**config.mk**
```make
export PLATFORM = sky130hd
export DESIGN_NAME = ex_rt_queue
export DESIGN_NICKNAME = d
export VERILOG_FILES = /design/src/rtl/ex_rt_queue_pkg.sv /design/src/rtl/ex_rt_queue_wr_compact.sv /design/src/rtl/ex_rt_queue.sv
export SDC_FILE = /design/constraint.sdc
export NUM_CORES = 1
export LEC_CHECK = 0
export CELL_PAD_IN_SITES_DETAIL_PLACEMENT = 0
export CELL_PAD_IN_SITES_GLOBAL_PLACEMENT = 1
export CORE_MARGIN = 3
export CORE_UTILIZATION = 45
export DETAILED_ROUTE_END_ITERATION = 7
export MAX_ROUTING_LAYER = met4
export PLACE_DENSITY = 0.78
export SLEW_MARGIN = 30
export SYNTH_ARGS = -nofsm -noshare
export SYNTH_HDL_FRONTEND = slang
export SYNTH_SLANG_ARGS = --single-unit
export TNS_END_PERCENT = 20
```
**constraint.sdc**
```tcl
create_clock -name clk -period 9.53 [get_ports clk]
set_input_delay 1.906 -clock clk [delete_from_list [all_inputs] [get_ports clk]]
set_output_delay 1.906 -clock clk [all_outputs]
set_load 0.03 [all_outputs]
```
**src/rtl/ex_rt_queue_pkg.sv**
```systemverilog
`default_nettype none
// ============================================================================
// Package   : qu_common
// Purpose   : Shared defaults and payload type for the back-end retire queue
//             (ex_rt_queue) and its users.
// Contents  : QU_DEF_WIDTH / QU_DEF_DEPTH / QU_DEF_WR_PORTS default sizes,
//             ex_rt_payload_t payload typedef.
// Revision  : 1.0 - initial release
// ============================================================================
package qu_common;

  localparam int QU_DEF_WIDTH    = 32;
  localparam int QU_DEF_DEPTH    = 8;
  localparam int QU_DEF_WR_PORTS = 2;

  // One execute->retire payload word as carried by the queue.
  typedef logic [QU_DEF_WIDTH-1:0] ex_rt_payload_t;

endpackage : qu_common
`default_nettype wire

```
**src/rtl/ex_rt_queue_wr_compact.sv**
```systemverilog
`default_nettype none
// ============================================================================
// Module    : wr_compact
// Purpose   : Purely combinational write-lane compactor. For each lane it
//             produces the slot offset (number of accepted lanes below it) and
//             the total number of accepted lanes.
// Ports     : i_acc    [WR_PORTS]        accepted-lane mask
//             o_offs   [WR_PORTS*OFF_W]  lane i offset at [i*OFF_W +: OFF_W]
//             o_total  [OFF_W]           popcount of i_acc
// Revision  : 1.0 - initial release
// ============================================================================
module wr_compact #(
  parameter int WR_PORTS = 2,
  parameter int OFF_W    = $clog2(WR_PORTS + 1)
) (
  input  logic [WR_PORTS-1:0]       i_acc,
  output logic [WR_PORTS*OFF_W-1:0] o_offs,
  output logic [OFF_W-1:0]          o_total
);

  logic [OFF_W-1:0] w_run;

  // Exclusive prefix sum: a lane's offset counts only accepted lanes below it,
  // so lanes with no request never consume a slot.
  always_comb begin
    o_offs  = '0;
    w_run   = '0;
    for (int i = 0; i < WR_PORTS; i++) begin
      o_offs[i*OFF_W +: OFF_W] = w_run;
      w_run = w_run + OFF_W'(i_acc[i]);
    end
    o_total = w_run;
  end

endmodule : wr_compact
`default_nettype wire

```
**src/rtl/ex_rt_queue.sv**
```systemverilog
`default_nettype none
// ============================================================================
// Module    : ex_rt_queue
// Purpose   : Multi-lane-write, single-read circular queue between execute
//             and retire. Accepted writes are packed in lane order from the
//             tail; the head is presented first-word-fall-through.
// Ports     : clk, rst (async, active-high), flush (sync discard)
//             wr_en[WR_PORTS], wr_data[WR_PORTS*WIDTH], wr_ready
//             rd_valid, rd_data[WIDTH], rd_ready
//             count[$clog2(DEPTH+1)], almost_full, overflow (sticky)
// Revision  : 1.0 - initial release
// ============================================================================
module ex_rt_queue
  import qu_common::*;
#(
  parameter int WIDTH     = QU_DEF_WIDTH,
  parameter int DEPTH     = QU_DEF_DEPTH,     // power of two, >= 4, >= 2*WR_PORTS
  parameter int WR_PORTS  = QU_DEF_WR_PORTS,  // 1..4
  parameter int AF_THRESH = DEPTH - 2
) (
  input  logic                      clk,
  input  logic                      rst,
  input  logic                      flush,
  input  logic [WR_PORTS-1:0]       wr_en,
  input  logic [WR_PORTS*WIDTH-1:0] wr_data,
  output logic                      wr_ready,
  output logic                      rd_valid,
  output logic [WIDTH-1:0]          rd_data,
  input  logic                      rd_ready,
  output logic [$clog2(DEPTH+1)-1:0] count,
  output logic                      almost_full,
  output logic                      overflow
);

  localparam int c_PTR_W = $clog2(DEPTH);
  localparam int c_CNT_W = $clog2(DEPTH + 1);
  localparam int c_OFF_W = $clog2(WR_PORTS + 1);

  logic [WIDTH-1:0]            r_mem [DEPTH];
  logic [c_PTR_W-1:0]          r_head;
  logic [c_PTR_W-1:0]          r_tail;
  logic [c_CNT_W-1:0]          r_count;
  logic                        r_overflow;

  logic                        w_wr_ready;
  logic [WR_PORTS-1:0]         w_acc;
  logic                        w_pop;
  logic                        w_ovf_evt;
  logic [WR_PORTS*c_OFF_W-1:0] w_offs;
  logic [c_OFF_W-1:0]          w_total;
  logic [c_PTR_W-1:0]          w_slot [WR_PORTS];

  // Space check uses the registered count only: a pop in the same cycle
  // never grants extra room, keeping wr_ready free of any rd_ready path.
  assign w_wr_ready = (c_CNT_W'(DEPTH) - r_count) >= c_CNT_W'(WR_PORTS);

  // A write is all-or-nothing at the queue level: either every requesting
  // lane is accepted or the whole group is dropped and flagged.
  assign w_acc     = wr_en & {WR_PORTS{w_wr_ready && !flush}};
  assign w_pop     = (r_count != '0) && rd_ready && !flush;
  assign w_ovf_evt = (|wr_en) && !w_wr_ready && !flush;

  wr_compact #(
    .WR_PORTS (WR_PORTS),
    .OFF_W    (c_OFF_W)
  ) u_wr_compact (
    .i_acc   (w_acc),
    .o_offs  (w_offs),
    .o_total (w_total)
  );

  // Slot index wraps naturally in c_PTR_W bits, so a group straddling the
  // end of the ring lands in DEPTH-1 then 0.
  always_comb begin
    for (int i = 0; i < WR_PORTS; i++) begin
      w_slot[i] = r_tail + c_PTR_W'(w_offs[i*c_OFF_W +: c_OFF_W]);
    end
  end

  // Payload storage has no reset: stale contents are unreachable once the
  // pointers and count are cleared.
  always_ff @(posedge clk) begin
    for (int i = 0; i < WR_PORTS; i++) begin
      if (w_acc[i]) begin
        r_mem[w_slot[i]] <= wr_data[i*WIDTH +: WIDTH];
      end
    end
  end

  always_ff @(posedge clk or posedge rst) begin
    if (rst) begin
      r_head     <= '0;
      r_tail     <= '0;
      r_count    <= '0;
      r_overflow <= 1'b0;
    end else if (flush) begin
      r_head     <= '0;
      r_tail     <= '0;
      r_count    <= '0;
      r_overflow <= 1'b0;
    end else begin
      r_tail  <= r_tail + c_PTR_W'(w_total);
      r_head  <= r_head + c_PTR_W'(w_pop);
      r_count <= r_count + c_CNT_W'(w_total) - c_CNT_W'(w_pop);
      if (w_ovf_evt) begin
        r_overflow <= 1'b1;
      end
    end
  end

  assign wr_ready    = w_wr_ready;
  assign rd_valid    = (r_count != '0);
  assign rd_data     = r_mem[r_head];
  assign count       = r_count;
  assign almost_full = (r_count >= c_CNT_W'(AF_THRESH));
  assign overflow    = r_overflow;

endmodule : ex_rt_queue
`default_nettype wire

```
# == Word level (Yosys, flattened, before mapping) ==
# Memory sizes are Yosys's and may differ from the RTL's.
# Index checks and enable logic that the tools add are counted.
# op_classes
n_addsub,7
n_mux,9
bitwise_logic,1
magnitude_cmp,2
n_reduce_logical,10
# ops
cell,n
3-bit by 1-bit adder with 3-bit output,2
1-bit 2-to-1 mux,6
3-bit 2-to-1 mux,2
1-bit logical AND,5
4-bit by 2-bit adder with 4-bit output,1
4-bit by 2-bit >= comparator with 1-bit output (second input constant),1
4-bit by 3-bit >= comparator with 1-bit output (second input constant),1
4-bit 2-to-1 mux,1
4-bit nonzero test,1
4-bit by 1-bit subtractor with 4-bit output,1
4-bit subtractor (first input constant),1
3-bit by 2-bit adder with 3-bit output,1
1-bit by 1-bit adder with 2-bit output,1
2-bit bitwise AND,1
1-bit logical NOT,2
2-bit nonzero test,1
2-bit OR reduction,1
# totals
ramBits,256
n_memories,1
elab_cells,34
inputBits,70
ff_bits,11
out_inout_bits,40
# memory_table
name,depth,word_bits,rd,rd_ports_with_merged_regs,write_ports,line,source
r_mem,8,32,1,0,2,ex_rt_queue.sv:39,logic [WIDTH-1:0] r_mem [DEPTH];

# == Longest topological paths before layout ==
# logic_depth
word_depth,8
mapped_depth,16
mapped_depth_nobuf,15

# == Modules after synthesis ==
# A second synthesis with hierarchy kept.
# hier_totals
cells_unflattened,782
area_unflattened_um2,14116.0
# modules_own_cells
mod,cells_each,n_inst,area_per_inst_um2,seq_area_each_um2
ex_rt_queue,776,1,14069.7,7962.6
wr_compact,6,1,46.3,0.0

# == Worst setup path after synthesis ==
# No wires, ideal clock.
# synth_path
kind,input port to flip-flop
from,input flush
to,"memory r_mem[1][0] in the netlist's numbering, enable pin"
cell_stages,9
t_required_ps,9102
setup_slack_ps,4624
setup_ps,428
path_buffers,2
arrival_time_ps,4478
path_cell_list,clkbuf_1 -> a21o_1 -> nor2_1 -> ha_1 -> ha_1 -> nand4bb_1 -> a211oi_2 -> buf_4 -> o21bai_1
# synth_rtl
item,line,source
"start, declared",ex_rt_queue.sv:23,"input logic flush,"
"end, declared",ex_rt_queue.sv:39,

==> results.txt <==
----------------------------------------------------
[Power]
  VDD IR-drop max ... 0.267 mV
  Gate power share ... 0.317
  Switching power total ... 0.00114 W
  Proportion of total power due to net switching ... 0.303
  P_int ... 0.00263 W
  Static leakage ... 5.14 nW
  Clock share of power ... 0.280
  PD cells ... 234 nW/um^2
  Sequential share of power ... 0.403

[Synthesis]
  Most used flip-flop cell after synthesis ... sky130_fd_sc_hd__edfxtp_1
  Syn_area_per_cell ... 18.0 sq um
  Gate count after technology mapping ... 762
  Number of library cell types mapped by synthesis ... 37
  Share of Yosys cell area claimed by the top area cell type ... 0.560
  Warnings, synthesis ... 0
  Portion of the post-synthesis area used by sequential elements ... 0.580
  Leading post-synthesis cells by cell area ... sky130_fd_sc_hd__edfxtp_1 56%, sky130_fd_sc_hd__mux2_2 23%, sky130_fd_sc_hd__mux4_2 11%, sky130_fd_sc_hd__dfrtp_1 2.0%, sky130_fd_sc_hd__ha_1 1.5%
  EDFF count, synth ... 256
  Cell taking the most area after synthesis ... sky130_fd_sc_hd__edfxtp_1
  Flip-flop and latch count after synthesis ... 267
  Cell area after synthesis ... 13700 sq um
  Synthesized netlist net count ... 850
  Async SR Flop Fraction ... 0.0412

[Critical path]
  Worst Setup End Kind ... register
  Type of the worst setup path ... primary input to register
  Endpoint required time on the critical path ... 9.74 ns
  Flop2flop setup slack ... 4.83 ns
  Worst-case reg-to-reg path depth ... 14
  Slowest cell on the critical path ... sky130_fd_sc_hd__clkdlybuf4s50_1
  Max Fanout on Critical Path ... 18
  Reg-to-reg critical path endpoint ... r_mem[1][14]
  Startpoint kind of the worst setup timing path ... primary input
  Crit-path cells ... clkdlybuf4s50_1, a21o_1, nor2_1, ha_1, ha_1, nand4bb_1, a211oi_4, buf_4, o21bai_4, buf_4
  Biggest cell delay along the critical path ... 0.86 ns
  R2R Path Start ... count[1]
  Arrival time of the worst setup path ... 5.75 ns

[Clock tree]
  Quantity of gates resized following cts ... 0
  Clock Pin Slew Worst Setup and Hold Paths ... 0.06 ns
  TritonCTS clock tree ... done
  Setup bufs post-CTS ... 0
  Longest Clk Path Bufs ... 3
  Number of sinks driven by the clock tree ... 267
  Worst-skew pair later-pin latency ... 0.54 ns
  Quantity of hold-fixing buffers added after cts ... 0
  TritonCTS buffer count ... 29
  H-Tree Level Count ... 1
  Root Buffer Master ... sky130_fd_sc_hd__clkbuf_16

[Floorplan]
  Number of rows created at floorplan ... 63
  Overall die area ... 32600 sq um
  Starting density of the core ... 0.459
  Die width ... 181 microns
  Num ports ... 110
  Die boundary height ... 181 microns
  Std-Cell Core Area ... 29900 sq um

[Min path]
  Destination of the worst hold path ... overflow
  Worst hold path type ... register to register
  Startpoint of the lowest-slack hold path ... overflow
  Cell count of the worst hold path ... 2

[STA]
  RSZ-0062 raised after global routing ... false
  Clock tree skew after final layout ... 0.0180 ns
  Final Hold Vio Count ... 0
  Worst slew slack as a fraction of its limit ... 0.457
  Tcrit/Tclk final ... 0.582
  Maximum clock rate ... 0.180 GHz
  Worst hold slack ... 0.521 ns
  Slew at the pin closest to its max-slew limit ... 0.815 ns
  Time the worst path needs with I/O delays and setup ... 5.54 ns
  Total Neg Setup Slack ... 0 ns
  Count of final max-slew check failures ... 0
  Number of setup violations in the final report ... 0

[Layout]
  Commonest cells after routing, fill and taps aside ... 282 x sky130_fd_sc_hd__mux2_2, 256 x sky130_fd_sc_hd__edfxtp_1, 109 x sky130_fd_sc_hd__clkdlybuf4s50_1
  Most frequent standard cell in the layout excluding fill and tap cells ... sky130_fd_sc_hd__mux2_2
  Final #Nets ... 960
  Number of non-filler instances in the completed layout ... 1283
  Diode count ... 0
  Final std cell area, no fill ... 16200 sq um
  Fraction of final layout cells sized beyond drive strength 1 ... 0.470
  Area growth syn-to-layout ... 17.7%
  Fin util ... 0.541

[Route]
  Post-detailed-route via-to-cell ratio ... 5.68
  Routed length per placed instance ... 23.4 microns
  Remaining routing DRC violations ... 0
  Iter 0 DRT Violations ... 480
  Antenna viol nets, final ... 0
  DRT Pass-1 Iters ... 4
  DRT Wirelength ... 30000 microns
  Via count ... 7288

[Place]
  HPWL after detailed placement ... 17900 microns
  Routability congestion estimate ... 0.739
  Quantity of I/O buffers inserted on ports ... 109
  Cell count after placement ... 1229
  Instance area at placement ... 15200 sq um

[Global route]
  Global-route wire length before repair ... 47200 microns
  Overflow after GRT ... 0
  Maximum number of pins on one net before global-route repair ... 44
  Total global routing track utilization ... 0.189
  Via count of the first global-routing pass ... 7930
  Number of antenna violations at the first check in global routing ... 0

[Flow run]
  Reported max-cap violation count ... 0

[Outcome]
  Run status ... finished, final reports clean

----------------------------------------------------
per-layer routing:
layer / track usage / wire length (microns) / vias to the layer above
li1: - / - / 3300
met1: 0.260 / 13500 / 3795
met2: 0.308 / 14900 / 156
met3: 0.0224 / 1090 / 37
met4: 0.0365 / 478 / 0
met5: - / 0 / -
stage by stage:
step | total power (W) | worst slack (ns)
final | 0.00378 | 3.99
after global routing | 0.00394 | 3.81
after CTS | 0.00381 | 3.75
after detailed placement | 0.00275 | 3.20
after global placement | 0.00273 | 3.04
after floorplan | 0.00233 | 4.62
final cells by class:
cell class | instances | area (sq um)
flip-flops and latches | 267 | 7970
well taps | 390 | 488
clock buffers | 44 | 792
repair buffers | 126 | 1240
clock inverters | 8 | 85.1
inverters | 16 | 60.1
multi-input cells | 432 | 5520
fillers | 2413 | 13700
worst max-delay path, delay by kind of cell:
family | cells | cell delay, ns
AOI/OAI and AO/OA | 3 | 1.19
and+or+nand+nor | 2 | 0.47
buffers and inverters | 3 | 1.66
adders and majority gates | 2 | 0.50
how the worst max path moves through the flow:
stage / start / endpoint / slack [ns] / cells after the start
4_1_cts: flush / r_mem[5][16] / 3.75 / 10
3_3_place_gp: flush / r_mem[1][4] / 3.04 / 10
5_1_grt: flush / r_mem[1][18] / 3.81 / 10
3_5_place_dp: flush / r_mem[5][8] / 3.20 / 10
2_1_floorplan: flush / r_mem[1][0] / 4.62 / 9
6_report: flush / r_mem[1][14] / 3.99 / 10
flip-flops by register name, indices dropped and copies added, names as in the netlist:
| register | cells |
|---|---|
| r_mem | 256 |
| count | 4 |
| r_head | 3 |
| r_tail | 3 |
| overflow | 1 |
Yosys cell counts (4+ instances only):
| master | n |
|---|---|
| sky130_fd_sc_hd__xnor2_1 | 5 |
| sky130_fd_sc_hd__buf_6 | 7 |
| sky130_fd_sc_hd__a21oi_2 | 4 |
| sky130_fd_sc_hd__mux2_2 | 282 |
| sky130_fd_sc_hd__edfxtp_1 | 256 |
| sky130_fd_sc_hd__mux4_2 | 64 |
| sky130_fd_sc_hd__mux2_1 | 6 |
| sky130_fd_sc_hd__clkbuf_1 | 14 |
| sky130_fd_sc_hd__nor2b_1 | 5 |
| sky130_fd_sc_hd__nand2_1 | 7 |
| sky130_fd_sc_hd__buf_2 | 7 |
| sky130_fd_sc_hd__ha_1 | 16 |
| sky130_fd_sc_hd__dfrtp_1 | 11 |
| sky130_fd_sc_hd__nor2_1 | 6 |
| sky130_fd_sc_hd__a31o_2 | 6 |
| sky130_fd_sc_hd__inv_1 | 16 |
| sky130_fd_sc_hd__buf_4 | 19 |
power by group through the flow:
stage | registers (W) | clock network [W] | logic, W
floorplan | 0.00153 | 0 | 0.000803
global placement | 0.00155 | 0 | 0.00118
detailed placement | 0.00155 | 0 | 0.00120
CTS | 0.00153 | 0.00108 | 0.00121
global route | 0.00154 | 0.00112 | 0.00128
finish | 0.00152 | 0.00106 | 0.00120
cell families (layout without fill, tap and decap cells):
| group | after synthesis | after routing | synth area share |
|---|---|---|---|
| adders and majority gates | 18 | 18 | 0.0175 |
| xor gates and xnor gates | 8 | 8 | 0.00565 |
| AOI/OAI and AO/OA | 23 | 23 | 0.0153 |
| and+or+nand+nor | 31 | 31 | 0.0133 |
| buffers and inverters | 63 | 194 | 0.0269 |
| muxes | 352 | 352 | 0.341 |
| DFF | 267 | 267 | 0.580 |
Power figures use the tool's default switching activity.
